[src/rtl/crypto_kem_keypair_sdiv_16s_16s_seq.sv]
// Sequential 16s / 16s signed divider: restoring division on operand magnitudes,
// signs applied in a final fix-up step; quotient truncates toward zero.
module crypto_kem_keypair_sdiv_16s_16s_seq #(
   parameter int unsigned ID         = 32'd1,
   parameter int unsigned din0_WIDTH = 32'd16,
   parameter int unsigned din1_WIDTH = 32'd16,
   parameter int unsigned dout_WIDTH = 32'd16
) (
   input  logic                  ap_clk,
   input  logic                  ap_rst_n,
   input  logic                  in_valid,
   output logic                  in_ready,
   input  logic [din0_WIDTH-1:0] din0,
   input  logic [din1_WIDTH-1:0] din1,
   output logic                  out_valid,
   input  logic                  out_ready,
   output logic [dout_WIDTH-1:0] quo,
   output logic [dout_WIDTH-1:0] rem,
   output logic                  dbz
);

   typedef enum logic [1:0] {
      IDLE = 2'd0,
      CALC = 2'd1,
      FIX  = 2'd2,
      DONE = 2'd3
   } state_t;

   state_t      state_q, state_d;
   logic [15:0] dvd_q, dvd_d;   // dividend magnitude shifts out MSB-first, quotient bits shift in
   logic [15:0] dvs_q, dvs_d;
   logic [16:0] prem_q, prem_d;
   logic [3:0]  cnt_q, cnt_d;
   logic        neg_a_q, neg_a_d;
   logic        neg_b_q, neg_b_d;
   logic [15:0] quo_q, quo_d;
   logic [15:0] rem_q, rem_d;
   logic        dbz_q, dbz_d;

   logic [16:0] shifted;
   logic        fits;
   logic [31:0] id_unused;

   assign id_unused = ID;

   assign shifted = {prem_q[15:0], dvd_q[15]};
   assign fits    = (shifted >= {1'b0, dvs_q});

   // NOTE: every signal driven here gets a default first, so no path leaves one unassigned and no latch is inferred.
   always_comb begin
      state_d = state_q;
      dvd_d   = dvd_q;
      dvs_d   = dvs_q;
      prem_d  = prem_q;
      cnt_d   = cnt_q;
      neg_a_d = neg_a_q;
      neg_b_d = neg_b_q;
      quo_d   = quo_q;
      rem_d   = rem_q;
      dbz_d   = dbz_q;

      case (state_q)
         IDLE: begin
            if (in_valid) begin
               // Negating 0x8000 in 16 bits yields 0x8000, the correct magnitude of -32768.
               dvd_d   = din0[15] ? 16'(-din0) : din0;
               dvs_d   = din1[15] ? 16'(-din1) : din1;
               neg_a_d = din0[15];
               neg_b_d = din1[15];
               prem_d  = '0;
               cnt_d   = '0;
               state_d = CALC;
            end
         end
         CALC: begin
            prem_d = fits ? (shifted - {1'b0, dvs_q}) : shifted;
            dvd_d  = {dvd_q[14:0], fits};
            cnt_d  = cnt_q + 4'd1;
            if (cnt_q == 4'd15) begin
               state_d = FIX;
            end
         end
         FIX: begin
            // A zero divisor accepts every trial subtraction, leaving |din0| as the remainder.
            dbz_d   = (dvs_q == 16'd0);
            quo_d   = (dvs_q == 16'd0)   ? 16'hFFFF
                    : (neg_a_q ^ neg_b_q) ? 16'(-dvd_q) : dvd_q;
            rem_d   = neg_a_q ? 16'(-prem_q[15:0]) : prem_q[15:0];
            state_d = DONE;
         end
         DONE: begin
            if (out_ready) begin
               state_d = IDLE;
            end
         end
         default: state_d = IDLE;
      endcase
   end

   // NOTE: state registers use non-blocking assignments so all flops update together from pre-edge values.
   always_ff @(posedge ap_clk or negedge ap_rst_n) begin
      if (!ap_rst_n) begin
         state_q <= IDLE;
         dvd_q   <= '0;
         dvs_q   <= '0;
         prem_q  <= '0;
         cnt_q   <= '0;
         neg_a_q <= 1'b0;
         neg_b_q <= 1'b0;
         quo_q   <= '0;
         rem_q   <= '0;
         dbz_q   <= 1'b0;
      end else begin
         state_q <= state_d;
         dvd_q   <= dvd_d;
         dvs_q   <= dvs_d;
         prem_q  <= prem_d;
         cnt_q   <= cnt_d;
         neg_a_q <= neg_a_d;
         neg_b_q <= neg_b_d;
         quo_q   <= quo_d;
         rem_q   <= rem_d;
         dbz_q   <= dbz_d;
      end
   end

   assign in_ready  = (state_q == IDLE);
   assign out_valid = (state_q == DONE);
   assign quo       = quo_q;
   assign rem       = rem_q;
   assign dbz       = dbz_q;

endmodule

[config.mk]
export PLATFORM = sky130hd
export DESIGN_NAME = crypto_kem_keypair_sdiv_16s_16s_seq
export DESIGN_NICKNAME = d
export VERILOG_FILES = /design/src/rtl/crypto_kem_keypair_sdiv_16s_16s_seq.sv
export SDC_FILE = /design/constraint.sdc
export NUM_CORES = 1
export LEC_CHECK = 0
export BUFFER_PORTS_ARGS = -buffer_cell sky130_fd_sc_hd__buf_4
export CAP_MARGIN = 40
export CELL_PAD_IN_SITES_DETAIL_PLACEMENT = 1
export CELL_PAD_IN_SITES_GLOBAL_PLACEMENT = 1
export CORE_MARGIN = 2
export CORE_UTILIZATION = 44
export CTS_BUF_LIST = sky130_fd_sc_hd__clkbuf_16
export CTS_CLUSTER_DIAMETER = 80
export DETAILED_ROUTE_END_ITERATION = 7
export GPL_TIMING_DRIVEN = 0
export PLACE_DENSITY = 0.82
export SLEW_MARGIN = 15
export SYNTH_ARGS = -nofsm -noshare
export SYNTH_HDL_FRONTEND = slang
export SYNTH_SLANG_ARGS = --single-unit
[constraint.sdc]
create_clock -name ap_clk -period 3.29 [get_ports ap_clk]
set_input_delay 0.658 -clock ap_clk [delete_from_list [all_inputs] [get_ports ap_clk]]
set_output_delay 0.658 -clock ap_clk [all_outputs]
set_load 0.01 [all_outputs]
==> impl_metrics.csv, run 1 <==
group,metric,value,unit
run_status,status,"finished, final reports clean",
setup_path,path_common_cell,"nand4_1",
layout,drive_gt1_share,13.6,%
route,first_pass_iters,5,
sta,worstMarginPinSlew,0.752,ns
setup_path,critPathTopFamily,"simple AND/OR/NAND/NOR gates",
setup_path,crit_buf_inv,2,
synth,synthesis.nets,732,
cts,clock-sinks,89,
setup_path,crit_required,3.51,ns
cts,cts_made_buffers,9,
cts,htreeDepth,3,
setup_path,critPathLaunch,"prem_q[5]",
die,dieWidth,118,um
pwr,leakagePower,3.02,nW
route,drt-initial-drc-count,366,
pwr,p_per_area,1100,nW/um^2
route,antenna_left,0,
die,initial_utilization,45.2,%
die,die_h,118,um
cts,clk_pin_slew,0.07,ns
grt,grt.overflow.total,0,
sta,hold_viol,0,
place,io_buffers,70,
layout,multi_input_area,3260,um^2
setup_path,path_class,"reg -> reg",
sta,fin_skew,0.00959,ns
grt,grt_start_max_net_pins,64,
setup_path,critPathSlowestCell,"dfrtp_1",
synth,synth.area.top_cells,"dfrtp_1 (39%), xor2_1 (6.6%), o21ai_0 (5.6%)",
sta,setup-violations-final,0,
setup_path,start_kind,"register",
route,post_drt_wl_per_cell,18.1,um
cts,root_buffer,"clkbuf_16",
layout,diodes,0,
synth,synth-main-ff-cell,"dfrtp_1",
pwr,ir_drop,0.000351,V
layout,layout_commonest_cell,"dfrtp_1",
layout,fillCellCount,1556,
sta,min_period,3.12,ns
synth,synth_cell_types,58,
route,routed_via_density,5.56,
cts,clockBufferDepth,2,
job,cap_violations,0,
route,drc_errors,0,
setup_path,arrival,3.34,ns
synth,yosysSeqAreaShare,38.9,%
place,dpl.hpwl,13.2,mm
layout,final_util,53.5,%
cts,insertion_delay,0.36,ns
setup_path,worstPathCellList,"ha_1, clkbuf_1, nand4_1, nor3_1, nand4_1, a32oi_2, buf_4, mux2i_1, o21ai_0",
grt,grt_pass1_wl,28.2,mm
synth,synth.avg_cell_area,8.55,um^2
layout,final_cell_mix,"dfrtp_1 (89), nand2_1 (73), nor2_1 (73), buf_4 (72), o21ai_0 (64)",
cts,cts_resized,0,
layout,seqCellArea,2230,um^2
synth,synth_top_area_cell,"dfrtp_1",
setup_path,endpoint_kind,"register",
layout,area_growth_syn_to_layout,18.2,%
die,die_area,14000,um^2
grt,grt_usage,25.1,%
die,rows,41,
synth,synth_edf_count,0,
sta,rsz0062_at_grt,"false",
synth,yosys.area.top_type_share,38.9,%
sta,relSlewSlack,49.5,%
layout,fin_nets,815,
synth,synthCells,670,
route,wirelength,16.8,mm
cts,cts_setup_buffers,0,
place,place.gp.congestion,0.935,
grt,antenna_found_initial,0,
die,ioPinCount,71,
sta,finalSetupTns,0,ns
synth,synth-seq-cells,89,
route,via_count,5168,
sta,fmax,0.321,GHz
setup_path,rr_startpoint,"prem_q[5]",
grt,grt_pass1_vias,5416,
setup_path,cpPeakStageDelay,0.47,ns
sta,hold_ws,0.205,ns
sta,drv_slew,0,
synth,syn_area,5730,um^2
die,core,12700,um^2
cts,cts_tree,"yes",
min_path,hold_class,"in -> async",
synth,yosys_warnings,0,
setup_path,cp_max_fo,10,
sta,finalCritPeriodShare,94.8,%
synth,synthArstFlopShare,100,%
cts,holdBufCountCts,0,
[power by group]
part / total (mW) / internal (mW) / switching (mW)
sequential: 2.08 / 1.59 / 0.483
clock: 0.964 / 0.510 / 0.454
combinational: 4.40 / 1.79 / 2.61
[routing by layer]
| layer | part of all wire [%] | up-vias | global-route usage [%] |
|---|---|---|---|
| li1 | - | 2523 | - |
| met1 | 47 | 2527 | 33.8 |
| met2 | 49 | 101 | 42.3 |
| met3 | 3.3 | 17 | 3.39 |
| met4 | 1.5 | 0 | 7.08 |
| met5 | 0 | - | 0 |
[metrics by stage]
| step | power, mW | setup WS, ns | cell area, um^2 | cells |
|---|---|---|---|---|
| 2_1_floorplan | 4.96 | 0.919 | 5730 | 670 |
| 3_3_place_gp | 6.19 | 0.396 | 6470 | 912 |
| 3_5_place_dp | 6.42 | 0.262 | 6500 | 914 |
| 4_1_cts | 7.45 | 0.239 | 6770 | 930 |
| 5_1_grt | 8.07 | 0.107 | 6770 | 930 |
| 6_report | 7.44 | 0.170 | 6770 | 930 |
[state kept, by name (all words and copies together), names as in the netlist]
| register | count |
|---|---|
| cnt_q | 4 |
| neg_b_q | 1 |
| quo | 16 |
| dvs_q | 16 |
| dvd_q | 16 |
| rem | 16 |
| dbz | 1 |
| neg_a_q | 1 |
| prem_q | 16 |
| state_q | 2 |
[kinds of logic (layout without fill, tap and decap cells)]
family,after synthesis,after routing,share of synthesized area [%]
flip-flops,89,89,38.9
AND/OR/NAND/NOR,222,222,18.1
buffers and inverters,63,151,4.21
XOR/XNOR,66,66,10.1
multiplexers,18,18,3.28
AO/OA/AOI/OAI,186,186,19.7
adder cells (fa/ha/maj),26,26,5.81
[path summary, 6_finish.rpt]
path,end,slack (ns),cells past startpoint
hold reg to reg,rem[1],0.53,2
setup reg to reg,prem_q[11],0.17,9
setup / recovery,prem_q[11],0.17,9
hold / removal,state_q[0],0.21,1
min in group ap_clk,rem[1],0.53,2
max in group asynchronous,rem[5],2.45,2
[cell usage after synthesis (all sizes together) (5+ instances only)]
master / instances
clkbuf: 22
buf: 6
inv: 35
mux2i: 12
xor2: 43
mux2: 6
or4: 5
nand2b: 8
o22ai: 5
xnor2: 23
a21oi: 57
nand3: 6
or3: 8
nor3: 12
nor2b: 7
o21ai: 71
nand2: 74
dfrtp: 89
o41ai: 9
ha: 25
o31ai: 14
nor2: 74
nor4: 11
[layout make-up]
class | instances | share of cell area, %
plain buffers | 28 | 1.63
repair buffers | 72 | 8.27
well taps | 172 | 3.18
clock inverters | 7 | 0.646
inverters | 35 | 1.94
multi-input cells | 518 | 48.1
flip-flops and latches | 89 | 32.9
clock buffers | 9 | 3.32
No activity file was read; power rests on OpenSTA's default activity.
==> inputs of run 2 (changes only) <==
ABC_AREA = 1   (was default)
CORE_UTILIZATION = 43   (was 44)
PLACE_DENSITY = 0.83   (was 0.82)
RECOVER_POWER = 100   (was default)
==> impl_metrics.csv, run 2 <==
group,metric,value,unit
layout,layout_commonest_cell,"nand2_1",
layout,final_util,50.0,%
min_path,hold_path_depth,2,
route,first_pass_iters,4,
synth,synth_xor_area_share,4.32,%
sta,finalCritPeriodShare,81.4,%
grt,grt_pass1_vias,6445,
layout,fin_nets,1041,
synth,synth_compound_area_share,12.4,%
synth,synth_top_area_cell,"dfrtp_1",
pwr,leakagePower,3.61,nW
synth,synthSimpleGateAreaFrac,33.0,%
synth,synth.avg_cell_area,7.00,um^2
cts,htreeDepth,3,
sta,fmax,0.373,GHz
die,ioPinCount,71,
cts,cts_made_buffers,9,
layout,stdcell_count,1168,
grt,grt_pass1_wl,32.8,mm
sta,worstMarginPinSlew,2.22,ns
cts,cts_setup_buffers,0,
synth,synth_cell_types,45,
sta,setup-violations-final,0,
setup_path,start_kind,"register",
synth,synth-main-ff-cell,"dfrtp_1",
layout,area_growth_syn_to_layout,14.8,%
die,die_area,15600,um^2
cts,cts_resized,0,
synth,synth_commonest_cells,"nand2_1 (227), inv_1 (116), dfrtp_1 (89), nand3_1 (88), nor2_1 (77)",
setup_path,critPathSlowestCell,"nor2_1",
layout,final_cell_mix,"nand2_1 (227), inv_1 (116), dfrtp_1 (89), nand3_1 (88), nor2_1 (78)",
setup_path,ff2ff_path_depth,11,
layout,drive_gt1_share,10.1,%
die,die_h,125,um
cts,root_buffer,"clkbuf_16",
place,place.gp.congestion,0.884,
setup_path,r2r_setup_slack,0.61,ns
synth,yosys_warnings,0,
setup_path,path_class,"reg -> reg",
synth,synth_edf_count,0,
cts,clk_pin_slew,0.07,ns
cts,clockBufferDepth,2,
synth,synth-adder-area-share,5.30,%
setup_path,cp_max_fo,10,
route,drc_errors,0,
sta,relSlewSlack,-48.1,%
synth,syn_area,6280,um^2
die,rows,44,
sta,finalSetupTns,0,ns
cts,clock-sinks,89,
grt,grt_usage,25.7,%
synth,synth.area.top_cells,"dfrtp_1 (35%), nand2_1 (14%), nand3_1 (7.0%)",
sta,min_period,2.68,ns
layout,diodes,0,
synth,synth-seq-cells,89,
min_path,hold_class,"reg -> reg",
run_status,status,"complete, but fails checks",
synth,synthesis.nets,960,
setup_path,worstPathCellList,"inv_1, ha_1, a21oi_1, nor2_1, nor2_2, nand2_2, nor2_1, buf_4, nand3_1, nand3_1, o21ai_2",
pwr,p_per_area,1180,nW/um^2
sta,fin_skew,0.00760,ns
synth,synthArstFlopShare,100,%
place,dpl.hpwl,15.5,mm
synth,synthCells,898,
die,dieWidth,125,um
synth,yosysMostFrequentCell,"nand2_1",
synth,yosysSeqAreaShare,35.4,%
run_status,violations,"capacitance limit, slew limit",
route,routed_via_density,5.30,
route,wirelength,19.5,mm
place,io_buffers,69,
job,cap_violations,1,
sta,drv_slew,36,
setup_path,crit_cells,11,
synth,yosys.area.top_type_share,35.4,%
cts,holdBufCountCts,0,
setup_path,crit_buf_inv,2,
setup_path,endpoint_kind,"register",
cts,cts_tree,"yes",
setup_path,crit_required,3.51,ns
route,post_drt_wl_per_cell,16.7,um
route,antenna_left,0,
synth,muxShareOfSynthArea,0,%
cts,insertion_delay,0.35,ns
grt,grt.overflow.total,0,
die,core,14400,um^2
pwr,ir_drop,0.000477,V
sta,hold_viol,0,
die,initial_utilization,43.6,%
route,via_count,6188,
sta,rsz0062_at_grt,"false",
synth,synth_top_family_by_area,"simple AND/OR/NAND/NOR gates",
place,dp.cells,1152,
sta,hold_ws,0.481,ns
setup_path,arrival,2.90,ns
route,drt-initial-drc-count,376,
setup_path,cpPeakStageDelay,0.68,ns
grt,antenna_found_initial,0,
setup_path,critPathTopFamily,"simple AND/OR/NAND/NOR gates",
grt,grt_start_max_net_pins,55,
run 2: cell type report:
type | count | area, um^2
clock buffer | 9 | 225
buffer | 27 | 130
tap | 184 | 230
sequential | 89 | 2230
timing repair buffer | 70 | 410
clock inverter | 7 | 86.3
fill | 1937 | 7210
inverter | 125 | 469
multi-input combinational | 657 | 3430
run 2: worst paths after layout:
check / start / to
worst min-delay path: rem[10] / rem[10]
worst max-delay path: dvs_q[14] / prem_q[7]
worst min register to register: rem[10] / rem[10]
min in group asynchronous: ap_rst_n / dvs_q[12]
worst max register to register: dvs_q[14] / prem_q[7]
max in group asynchronous: ap_rst_n / rem[3]
run 2: report_power, final:
part           leakage (nW)  switching [mW]  internal [mW]
clock network         0.150           0.482          0.605
logic                  2.37            3.56           1.79
registers              1.09           0.427           1.63
run 2: per-stage QoR:
step	setup WS (ns)	instance area, um^2	total power [mW]
after floorplan	1.45	6280	5.85
after global placement	1.00	7030	7.37
after detailed placement	0.976	7060	7.56
after CTS	0.941	7370	8.73
after global routing	0.392	7210	9.34
final	0.610	7210	8.49
run 2: worst register-to-register path: cells and delay by family (launching register included):
family,cells,cell delay [ns]
fa+ha+maj,1,0.31
buf+inv,2,0.43
compound gates,2,0.27
flops,1,0.38
simple gates,6,1.17
run 2: cells by family (layout without fill, tap and decap cells):
| logic type | count (synthesis) | in the layout |
|---|---|---|
| compound gates | 142 | 142 |
| xor+xnor | 31 | 31 |
| fa+ha+maj | 26 | 26 |
| buf+inv | 152 | 238 |
| flops | 89 | 89 |
| simple gates | 458 | 458 |
run 2: metal layers:
metal / vias up / global-route usage (%) / part of all wire, %
li1: 3079 / - / -
met1: 2985 / 37.6 / 50
met2: 104 / 41.5 / 46
met3: 20 / 2.58 / 3.3
met4: 0 / 5.56 / 1.2
met5: - / 0 / 0
==> inputs of run 3 (changes only) <==
CORE_UTILIZATION = 39   (was 43)
PLACE_DENSITY = 0.79   (was 0.83)
clock period = 2.23 ns   (was 3.29 ns; I/O delays follow)
==> impl_metrics.csv, run 3 (same netlist as run 2, synthesis figures left out) <==
group,metric,value,unit
cts,cts_made_buffers,9,
die,ioPinCount,71,
sta,relSlewSlack,-17.4,%
min_path,hold_class,"in -> reg",
route,drc_errors,0,
route,post_drt_wl_per_cell,16.3,um
sta,worstMarginPinSlew,1.76,ns
route,wirelength,19.6,mm
cts,clock-sinks,89,
sta,setup-violations-final,0,
grt,grt_pass1_wl,31.0,mm
sta,finalCritPeriodShare,95.2,%
sta,finalSetupTns,0,ns
grt,grt_pass1_vias,5962,
cts,cts_tree,"yes",
route,routed_via_density,5.12,
setup_path,crit_required,2.47,ns
cts,holdBufCountCts,0,
pwr,total_power,12.9,mW
layout,drive_gt1_share,12.0,%
place,dpl.hpwl,15.5,mm
pwr,leakagePower,3.65,nW
route,drt-initial-drc-count,262,
cts,htreeDepth,3,
route,antenna_left,0,
layout,fin_nets,1044,
die,rows,46,
place,io_buffers,69,
sta,fmax,0.471,GHz
die,die_h,131,um
min_path,hold_path_depth,4,
route,via_count,6161,
setup_path,critPathSlowestCell,"ha_1",
cts,clk_pin_slew,0.07,ns
sta,min_period,2.12,ns
run_status,violations,"capacitance limit, slew limit",
die,initial_utilization,39.7,%
sta,fin_skew,0.0150,ns
grt,grt_start_max_net_pins,60,
setup_path,start_kind,"register",
grt,grt_usage,23.3,%
job,cap_violations,1,
cts,clockBufferDepth,2,
setup_path,worstPathCellList,"inv_1, ha_1, nand3_2, nor2_1, nand3_2, nor2_4, nor2_8, nand2_8, buf_12, nand3_2, nand3_1, nand2_1",
route,first_pass_iters,5,
die,core,15800,um^2
setup_path,cp_max_fo,10,
sta,hold_ws,0.387,ns
die,die_area,17100,um^2
setup_path,ff2ff_path_depth,12,
layout,layout_commonest_cell,"nand2_1",
cts,root_buffer,"clkbuf_16",
setup_path,cpPeakStageDelay,0.42,ns
sta,drv_slew,32,
setup_path,path_common_cell,"nand3_2",
run_status,status,"complete, but fails checks",
place,place.gp.congestion,0.850,
setup_path,arrival,2.36,ns
grt,grt.overflow.total,0,
setup_path,path_class,"reg -> reg",
setup_path,endpoint_kind,"register",
layout,area_growth_syn_to_layout,17.0,%
die,dieWidth,131,um
sta,hold_viol,0,
grt,antenna_found_initial,0,
layout,diodes,0,
pwr,p_per_area,1760,nW/um^2
layout,final_cell_mix,"nand2_1 (225), inv_1 (115), dfrtp_1 (88), nand3_1 (87), nor2_1 (77)",
cts,insertion_delay,0.36,ns
pwr,ir_drop,0.000615,V
-- run 3: cell types whose count changed in the layout (fill, tap and decap cells not counted), sizes merged --
cell	change
buf	+5
clkinv	-2
inv	+1
bufinv	+1
clkbuf	-2
-- run 3: metal layers --
layer	wire length (um)	part of all wire, %	vias to the layer above	track usage [%]
li1	-	-	3082	-
met3	472	2.4	16	3.09
met4	206	1.1	0	4.69
met5	0	0	-	0
met2	8830	45	77	36.8
met1	10100	51	2986	34.2
-- run 3: timing repair --
action                     in CTS  in global routing
buffers inserted                0                  3
setup endpoints to repair      14                 26
resized for setup               1                 16
pin swaps                       0                  2
-- run 3: final timing paths --
check                          start  slack [ns]         to
max                        dvs_q[14]        0.11  prem_q[9]
min                         din0[14]        0.39  dvd_q[14]
max reg2reg                dvs_q[14]        0.11  prem_q[9]
min reg2reg                dvs_q[13]        0.49  dvs_q[13]
max in group asynchronous   ap_rst_n        0.36  dvs_q[10]
min in group asynchronous   ap_rst_n        0.55    quo[15]
-- run 3: worst max-delay path: cells and delay by family (launching register included) --
| family | cells | cell delay, ns |
|---|---|---|
| AND/OR/NAND/NOR | 9 | 0.95 |
| adder cells (fa/ha/maj) | 1 | 0.42 |
| buffers and inverters | 2 | 0.27 |
| flip-flops | 1 | 0.37 |
-- run 3: where the power goes --
group / internal [mW] / switching [mW]
registers: 2.41 / 0.620
logic: 2.75 / 5.40
clock network: 1.01 / 0.733
total: 6.16 / 6.75
-- run 3: metrics by stage --
step	cell area, um^2	worst slack (ns)	std cells	utilization (%)
after floorplan	6280	0.394	898	-
after global placement	7070	-0.118	1183	44.7
after detailed placement	7100	-0.157	1184	44.9
after CTS	7440	0.0431	1200	47.0
after global routing	7350	-0.00697	1203	46.5
final	7350	0.107	1203	46.5
-- run 3: layout make-up --
class,instances,area (um^2)
multi-input combinational,657,3490
timing repair buffer,73,417
buffer,27,143
inverter,125,469
clock buffer,9,225
clock inverter,7,108
fill,2107,8480
tap,216,270
sequential,89,2230
